==> src/rtl/pc_sequencer.sv <==
// Program-counter sequencer: phase counter, stall, jump/call/ret/trap redirects
// and a circular return-address stack.
module pc_sequencer #(
  parameter int unsigned      XLEN      = 32,
  parameter int unsigned      CPI       = 4,
  parameter int unsigned      STEP      = 1,
  parameter logic [XLEN-1:0]  RESET_VEC = '0,
  parameter logic [XLEN-1:0]  TRAP_VEC  = 'h10,
  parameter int unsigned      RAS_DEPTH = 4,
  localparam int unsigned     PW        = (CPI > 1) ? $clog2(CPI) : 1
) (
  input  logic            clk,
  input  logic            rst,
  input  logic            stall,
  input  logic            jump_en,
  input  logic [XLEN-1:0] jump_target,
  input  logic            call,
  input  logic            ret_en,
  input  logic            trap_en,
  output logic [XLEN-1:0] pc,
  output logic [PW-1:0]   phase,
  output logic            fetch_strobe,
  output logic            ras_empty,
  output logic            ras_full,
  output logic            ras_err,
  output logic            misalign
);

  localparam int unsigned     SH         = (STEP > 1) ? $clog2(STEP) : 0;
  localparam int unsigned     AW         = $clog2(RAS_DEPTH);
  localparam logic [XLEN-1:0] STEP_V     = XLEN'(STEP);
  localparam logic [XLEN-1:0] ALIGN_MASK = ~((XLEN'(1) << SH) - XLEN'(1));
  localparam logic [PW-1:0]   LAST_PH    = PW'(CPI - 1);
  localparam logic [AW:0]     FULL_CNT   = RAS_DEPTH[AW:0];

  logic [XLEN-1:0] ras_mem [RAS_DEPTH];
  logic [AW-1:0]   top;
  logic [AW:0]     cnt;
  logic [XLEN-1:0] pc_seq;

  assign pc_seq       = pc + STEP_V;
  assign fetch_strobe = (phase == '0) && !stall;
  assign ras_empty    = (cnt == '0);
  assign ras_full     = (cnt == FULL_CNT);

  always_ff @(posedge clk) begin
    if (rst) begin
      pc       <= RESET_VEC;
      phase    <= '0;
      top      <= '0;
      cnt      <= '0;
      ras_err  <= 1'b0;
      misalign <= 1'b0;
    end else begin
      ras_err  <= 1'b0;
      misalign <= 1'b0;
      if (trap_en) begin
        pc    <= TRAP_VEC;
        phase <= '0;
        top   <= '0;
        cnt   <= '0;
      end else if (jump_en) begin
        pc       <= jump_target & ALIGN_MASK;
        phase    <= '0;
        misalign <= |(jump_target & ~ALIGN_MASK);
        if (call) begin
          // Pushing past full lands on the oldest slot, so the ring overwrites it.
          ras_mem[top + AW'(1)] <= pc_seq;
          top                   <= top + AW'(1);
          if (cnt == FULL_CNT) ras_err <= 1'b1;
          else                 cnt     <= cnt + 1'b1;
        end
      end else if (ret_en) begin
        phase <= '0;
        if (cnt != '0) begin
          pc  <= ras_mem[top];
          top <= top - AW'(1);
          cnt <= cnt - 1'b1;
        end else begin
          pc      <= pc_seq;
          ras_err <= 1'b1;
        end
      end else if (!stall) begin
        if (phase == LAST_PH) begin
          phase <= '0;
          pc    <= pc_seq;
        end else begin
          phase <= phase + PW'(1);
        end
      end
    end
  end

endmodule
==> config.mk <==
export PLATFORM = sky130hd
export DESIGN_NAME = pc_sequencer
export DESIGN_NICKNAME = d
export VERILOG_FILES = /design/src/rtl/pc_sequencer.sv
export SDC_FILE = /design/constraint.sdc
export NUM_CORES = 1
export LEC_CHECK = 0
export CORE_AREA = 2 2 119 121
export DETAILED_ROUTE_END_ITERATION = 7
export DIE_AREA = 0 0 121 123
export PLACE_DENSITY = 0.79
export SLEW_MARGIN = 20
export SYNTH_ARGS = -nofsm -noshare
export SYNTH_HDL_FRONTEND = slang
export SYNTH_SLANG_ARGS = --single-unit
==> constraint.sdc <==
create_clock -name clk -period 3.42 [get_ports clk]
set_clock_uncertainty 0.15 [all_clocks]
set_input_delay 0.513 -clock clk [delete_from_list [all_inputs] [get_ports clk]]
set_output_delay 0.513 -clock clk [all_outputs]
set_load 0.01 [all_outputs]
==> reports/qor.csv, run 1 <==
metric,value,unit
outcome,"complete, no violations",
Avg Synthesized Cell Area,13.7,µm²
vias in the first global route,5432,
Core ar.,13600,µm²
H-tree levels,4,
GR Util met2,45.5,%
Final min period,2.77,ns
max-cap viol count,0,
Post-Synthesis Cells,557,
Crit Path Max Fanout,10,
Final Hold Vio Count,0,
Routed Antenna Nets,0,
Critical-path top delay cell,or4_1,
Synth Flop Type,edfxtp_1,
first-pass GRT wire length,30.6,mm
CP Class,reg -> reg,
CTS tree,done,
"EDFF count, synth",128,
NumNets Final,685,
sequential power share,50.3,%
async set or reset register ratio after synthesis,0,%
placed inst area,8690,µm²
Setup crit end kind,flip-flop,
cts bufs inserted,17,
clock power share,41.8,%
Synth Cell Area,7660,µm²
cell-internal power,3.55,mW
HPWL after detailed placement,13.3,mm
area grow syn2layout,21.2,%
Yosys top cell by area,edfxtp_1,
max-slew violations,0,
"crit path setup slack, layout",0.652,ns
CTS sink count,170,
via count,5480,
synthesis-stage register bit count,170,
Net Sw Power,1.01,mW
met1 Use GR,37.7,%
cts hold-fix bufs,0,
post-CTS setup buffer count,0,
Rows,43,
DRT Pass-1 Iters,5,
pin count of the biggest net entering global routing,33,
Synth Warn #,0,
Most Crowded Layer GR,met2,
Net Sw Frac,22.2,%
port buffer count,76,
Starting Density,56.3,%
CP required,3.43,ns
GRT Residual Overflow,0,
CP cell instances,nand3_2 > or4_1 > o31a_1 > or2_1,
worst slew pin tran,0.844,ns
Die H,123,µm
Reg2Reg Setup Slack,0.65,ns
Total Power,4.57,mW
initial antenna violation count,0,
cell leakage power,3.06,nW
part of the power in combinational logic,7.9,%
worst path arrival time,2.78,ns
Rel. slew slack,43.3,%
Synth cell types,61,
clk root buf,clkbuf_16,
vias per cell,6.59,
Total Neg Setup Slack,0,ns
syn_nets,604,
crit-path max cell delay,0.88,ns
Critical Path Start Type,flip-flop,
Ports,78,
total wire length,20.0,mm
Remaining DRCs,0,
pwr dens,492,nW/µm²
Util after Layout,68.2,%
Fmax,0.361,GHz
RD Place Congestion,0.859,
clk buf depth,2,
endpoints failing setup,0,
GR Util met3,5.49,%
fraction of layout cells with a size suffix above 1,16.6,%
Tcrit/Tclk final,80.9,%
Clock Pin Slew Worst Setup and Hold Paths,0.06,ns
Max VDD drop,0.000365,V
Routed WL per cell,24.1,µm
design area,9280,µm²
main area contributors after synthesis,"edfxtp_1 (50%), dfxtp_1 (11%), mux4_2 (9.4%)",
Worst-Skew Late Latency,0.43,ns
Tightest Hold Check Type,reg -> reg,
RSZ-0062 raised after global routing,no,
Die Area,14900,µm²
Die Wd,121,µm
register area share after synthesis,61.2,%
Iteration-0 DRC Markers,852,
ANT cells,0,
pre-CTS setup slack,0.530,ns
Tot GR Track Use,28.3,%
post-synth top area share,50.2,%
post-cts sizing count,0,
-- path summary, 6_finish.rpt --
check / from / endpoint / cells past startpoint
max: pc[2] / ras_mem[1][25] / 4
min: pc[1] / pc[1] / 2
max reg2reg: pc[2] / ras_mem[1][25] / 4
min reg2reg: pc[1] / pc[1] / 2
-- per-stage QoR --
step,hold slack [ns],std cells
2_1_floorplan,0.370,557
3_3_place_gp,0.352,799
3_5_place_dp,0.366,799
4_1_cts,0.378,831
5_1_grt,0.415,831
6_report,0.379,831
-- power groups by stage --
stage / logic (mW) / registers, mW / clock network, mW
floorplan: 0.192 / 2.33 / 0
global placement: 0.344 / 2.34 / 0
detailed placement: 0.353 / 2.34 / 0
CTS: 0.357 / 2.29 / 1.93
global route: 0.385 / 2.30 / 2.02
finish: 0.361 / 2.30 / 1.91
-- critical path, delay by kind of cell, from the launching register on --
family | cells | cell delay (ns)
flops | 1 | 0.50
simple gates | 3 | 1.42
compound gates | 1 | 0.41
-- cells by family after synthesis --
| group | after synthesis | share of synthesized area, % |
|---|---|---|
| AO/OA/AOI/OAI | 119 | 11.2 |
| AND/OR/NAND/NOR | 149 | 10.4 |
| other | 1 | 0.0490 |
| flip-flops | 170 | 61.2 |
| adder cells (fa/ha/maj) | 8 | 1.41 |
| multiplexers | 35 | 9.80 |
| buffers and inverters | 46 | 2.55 |
| XOR/XNOR | 29 | 3.42 |
-- routing by layer --
layer	routed length [µm]	part of all wire, %	up-vias
li1	-	-	2362
met3	1660	8.3	52
met1	7860	39	2726
met5	0	0	-
met4	603	3.0	0
met2	9920	49	340
-- synth_stat cells, types with 3 or more instances --
| cell type | n |
|---|---|
| a31o_2 | 6 |
| a32o_1 | 3 |
| nand2b_1 | 3 |
| nor4_2 | 5 |
| buf_4 | 4 |
| edfxtp_1 | 128 |
| ha_1 | 7 |
| or3_1 | 5 |
| a21oi_1 | 16 |
| nor4_1 | 4 |
| a221oi_1 | 4 |
| buf_2 | 6 |
| or2_1 | 3 |
| o21a_1 | 5 |
| o31ai_1 | 3 |
| a31oi_1 | 11 |
| mux2i_1 | 3 |
| o21ai_1 | 5 |
| and3_1 | 10 |
| o211ai_1 | 4 |
| xor2_1 | 10 |
| o31a_1 | 8 |
| and4_1 | 3 |
| nor3_1 | 10 |
| dfxtp_1 | 42 |
| nand2_1 | 53 |
| o21ai_0 | 16 |
| clkbuf_1 | 24 |
| mux4_2 | 32 |
| nand4_1 | 8 |
| xnor2_1 | 18 |
| o221ai_1 | 8 |
| inv_1 | 11 |
| a221o_1 | 5 |
| a22oi_1 | 3 |
| o22ai_1 | 8 |
| nand3_1 | 12 |
| nor2_1 | 19 |
| o221a_2 | 4 |
-- registers in the layout (all words and copies together), names as in the netlist, named ones only --
| register | flops |
|---|---|
| top | 2 |
| pc | 32 |
| ras_err | 1 |
| phase | 2 |
| ras_mem | 128 |
| cnt | 3 |
-- cell usage in the layout, fill, tap and decap left out, types with 16 or more instances in the layout --
cell type	Yosys	layout
a21oi_1	16	16
buf_4	4	19
clkbuf_16	0	18
clkdlybuf4s50_1	0	76
dfxtp_1	42	41
edfxtp_1	128	128
mux4_2	32	32
nand2_1	53	53
nor2_1	19	18
o21ai_0	16	16
xnor2_1	18	18
-- final cells by class --
class,count,area [µm²]
multi-input cells,341,2790
repair buffers,97,943
flip-flops and latches,170,4690
clock buffers,21,472
clock inverters,11,120
fillers,901,4330
inverters,11,41.3
well taps,180,225
(Power assumes the default switching activity.)
==> run 2, diff against run 1 <==
--- a/config.mk
+++ b/config.mk
@@ -5,10 +5,10 @@
 export SDC_FILE = /design/constraint.sdc
 export NUM_CORES = 1
 export LEC_CHECK = 0
-export CORE_AREA = 2 2 119 121
+export CORE_AREA = 2 2 126 128
 export DETAILED_ROUTE_END_ITERATION = 7
-export DIE_AREA = 0 0 121 123
-export PLACE_DENSITY = 0.79
+export DIE_AREA = 0 0 128 130
+export PLACE_DENSITY = 0.75
 export SLEW_MARGIN = 20
 export SYNTH_ARGS = -nofsm -noshare
 export SYNTH_HDL_FRONTEND = slang
==> constraint.sdc (replaced) <==
create_clock -name clk -period 2.3 [get_ports clk]
set_clock_uncertainty 0.15 [all_clocks]
set_input_delay 0.345 -clock clk [delete_from_list [all_inputs] [get_ports clk]]
set_output_delay 0.345 -clock clk [all_outputs]
set_load 0.01 [all_outputs]
==> run 2 against run 1 <==
  * Largest power group unchanged
  * Core utilization fell by 3.7 points
  * Wire length rose by 2.6%
  * Critical endpoint is now ras_full
  * Sequential share of layout area fell by 3.3 points
  * Combinational power rose by 81%
  * Total power rose by 56%
==> reports/qor.csv, run 2 (synthesis gave the netlist of run 1 again) <==
metric,value,unit
outcome,"complete, no violations",
part of the power in combinational logic,9.2,%
pwr dens,716,nW/µm²
Crit Path Max Fanout,7,
pin count of the biggest net entering global routing,33,
Net Sw Frac,21.4,%
Die H,130,µm
Routed WL per cell,22.7,µm
Net Sw Power,1.52,mW
ANT cells,0,
initial antenna violation count,0,
Setup crit end kind,primary output,
Largest regs,"ras_mem: 128 flops, pc: 32 flops, cnt: 3 flops",
Clock Pin Slew Worst Setup and Hold Paths,0.06,ns
worst path arrival time,1.70,ns
vias per cell,6.25,
area grow syn2layout,29.8,%
port buffer count,76,
total wire length,20.6,mm
Reg2Reg Setup Slack,0.13,ns
NumNets Final,747,
GRT Residual Overflow,0,
sequential power share,47.5,%
Worst Hold End,pc[1],
Starting Density,49.6,%
worst slew pin tran,0.524,ns
"crit path setup slack, layout",0.105,ns
Core ar.,15400,µm²
vias in the first global route,5775,
pre-CTS setup slack,-0.0308,ns
Tcrit/Tclk final,95.4,%
CTS sink count,170,
Worst Hold Depth,2,
fraction of layout cells with a size suffix above 1,24.8,%
min-delay src,pc[1],
first-pass GRT wire length,32.0,mm
DRT Pass-1 Iters,5,
launching point of the worst reg2reg path,pc[1],
Rows,46,
clock power share,43.3,%
max-slew violations,0,
Tightest Hold Check Type,reg -> reg,
DP Cell Count,873,
cts bufs inserted,17,
Critical Path Start Type,flip-flop,
cell leakage power,3.44,nW
Ports,78,
CP Class,reg -> out,
Worst-Skew Late Latency,0.43,ns
cell-internal power,5.59,mW
Rel. slew slack,64.7,%
Remaining DRCs,0,
Die Wd,128,µm
endpoints failing setup,0,
Die Area,16600,µm²
Top reg by flops,ras_mem,
cts hold-fix bufs,0,
RSZ-0062 raised after global routing,no,
Final min period,2.19,ns
Final Hold Vio Count,0,
Routed Antenna Nets,0,
"commonest non-fill, non-tap cells in the layout","edfxtp_1 (128), clkdlybuf4s50_1 (76), buf_4 (73)",
Fmax,0.456,GHz
Tot GR Track Use,26.0,%
H-tree levels,4,
R2R depth,5,
max FFs per register,128,
RD Place Congestion,0.886,
Iteration-0 DRC Markers,735,
WHS,0.378,ns
clk root buf,clkbuf_16,
HPWL after detailed placement,14.1,mm
"most common cell after layout, fill and taps aside",edfxtp_1,
worst flop-to-flop path endpoint,ras_mem[0][26],
max-cap viol count,0,
CP required,1.80,ns
clk buf depth,2,
Layout Cells excl Fill,905,
Max VDD drop,0.000506,V
CTS tree,done,
via count,5659,
## run 2: cell count changes in the layout (fill, tap and decap cells not counted), moves of 3 or more
cell,before,now
clkinv_4,0,3
clkinvlp_4,6,2
and3_2,0,4
buf_12,2,10
buf_4,19,73
and3_1,10,6
bufinv_16,2,5
## run 2: layer usage
layer	part of all wire (%)	routed length [µm]	GRT usage [%]	up-vias
met5	0	0	0	-
met4	2.7	561	10.4	0
met3	7.5	1550	5.21	54
met2	50	10200	43.2	299
met1	40	8260	33.9	2826
li1	-	-	-	2480
## run 2: worst max-delay path, cell delays in order (launching register included)
cell	delay, ns
dfxtp_1	0.47
nor3b_2	0.25
clkdlybuf4s50_1	0.56
## run 2: timing repair
| item | in CTS | in global routing |
|---|---|---|
| buffers inserted | 0 | 0 |
| resized for setup | 0 | 5 |
| setup endpoints to repair | 0 | 21 |
## run 2: per-stage QoR
| stage | util (%) | instance area [µm²] | total power, mW | TNS [ns] |
|---|---|---|---|---|
| final | 64.4 | 9940 | 7.11 | 0 |
| after global routing | 64.4 | 9940 | 7.32 | 0 |
| after CTS | 64.2 | 9910 | 7.14 | 0 |
| after detailed placement | 60.1 | 9270 | 4.08 | -0.0390 |
| after global placement | 60.1 | 9270 | 4.07 | -0.0376 |
| after floorplan | - | 7660 | 3.74 | 0 |
## run 2: power groups by stage
stage	Clock [mW]	Sequential, mW	Combinational (mW)
floorplan	0	3.46	0.285
global placement	0	3.44	0.632
CTS	3.12	3.38	0.648
detailed placement	0	3.44	0.642
global route	3.23	3.38	0.701
finish	3.08	3.38	0.655
## run 2: layout make-up
cell class / instances / area, µm²
clock buffer: 20 / 437
clock inverter: 12 / 200
fill: 1113 / 5490
inverter: 11 / 41.3
multi-input combinational: 341 / 2820
sequential: 170 / 4690
tap: 192 / 240
timing repair buffer: 159 / 1510
## run 2: worst max-delay path by stage
stage	startpoint	to	slack (ns)	cells past startpoint
final	cnt[2]	ras_full	0.11	2
after global routing	flip-flop	pc[30]	0.02	5
after CTS	cnt[2]	ras_full	0.006	2
after detailed placement	jump_en	pc[0]	-0.03	6
after floorplan	pc[2]	ras_mem[0][25]	0.002	6
after global placement	jump_en	pc[0]	-0.04	6
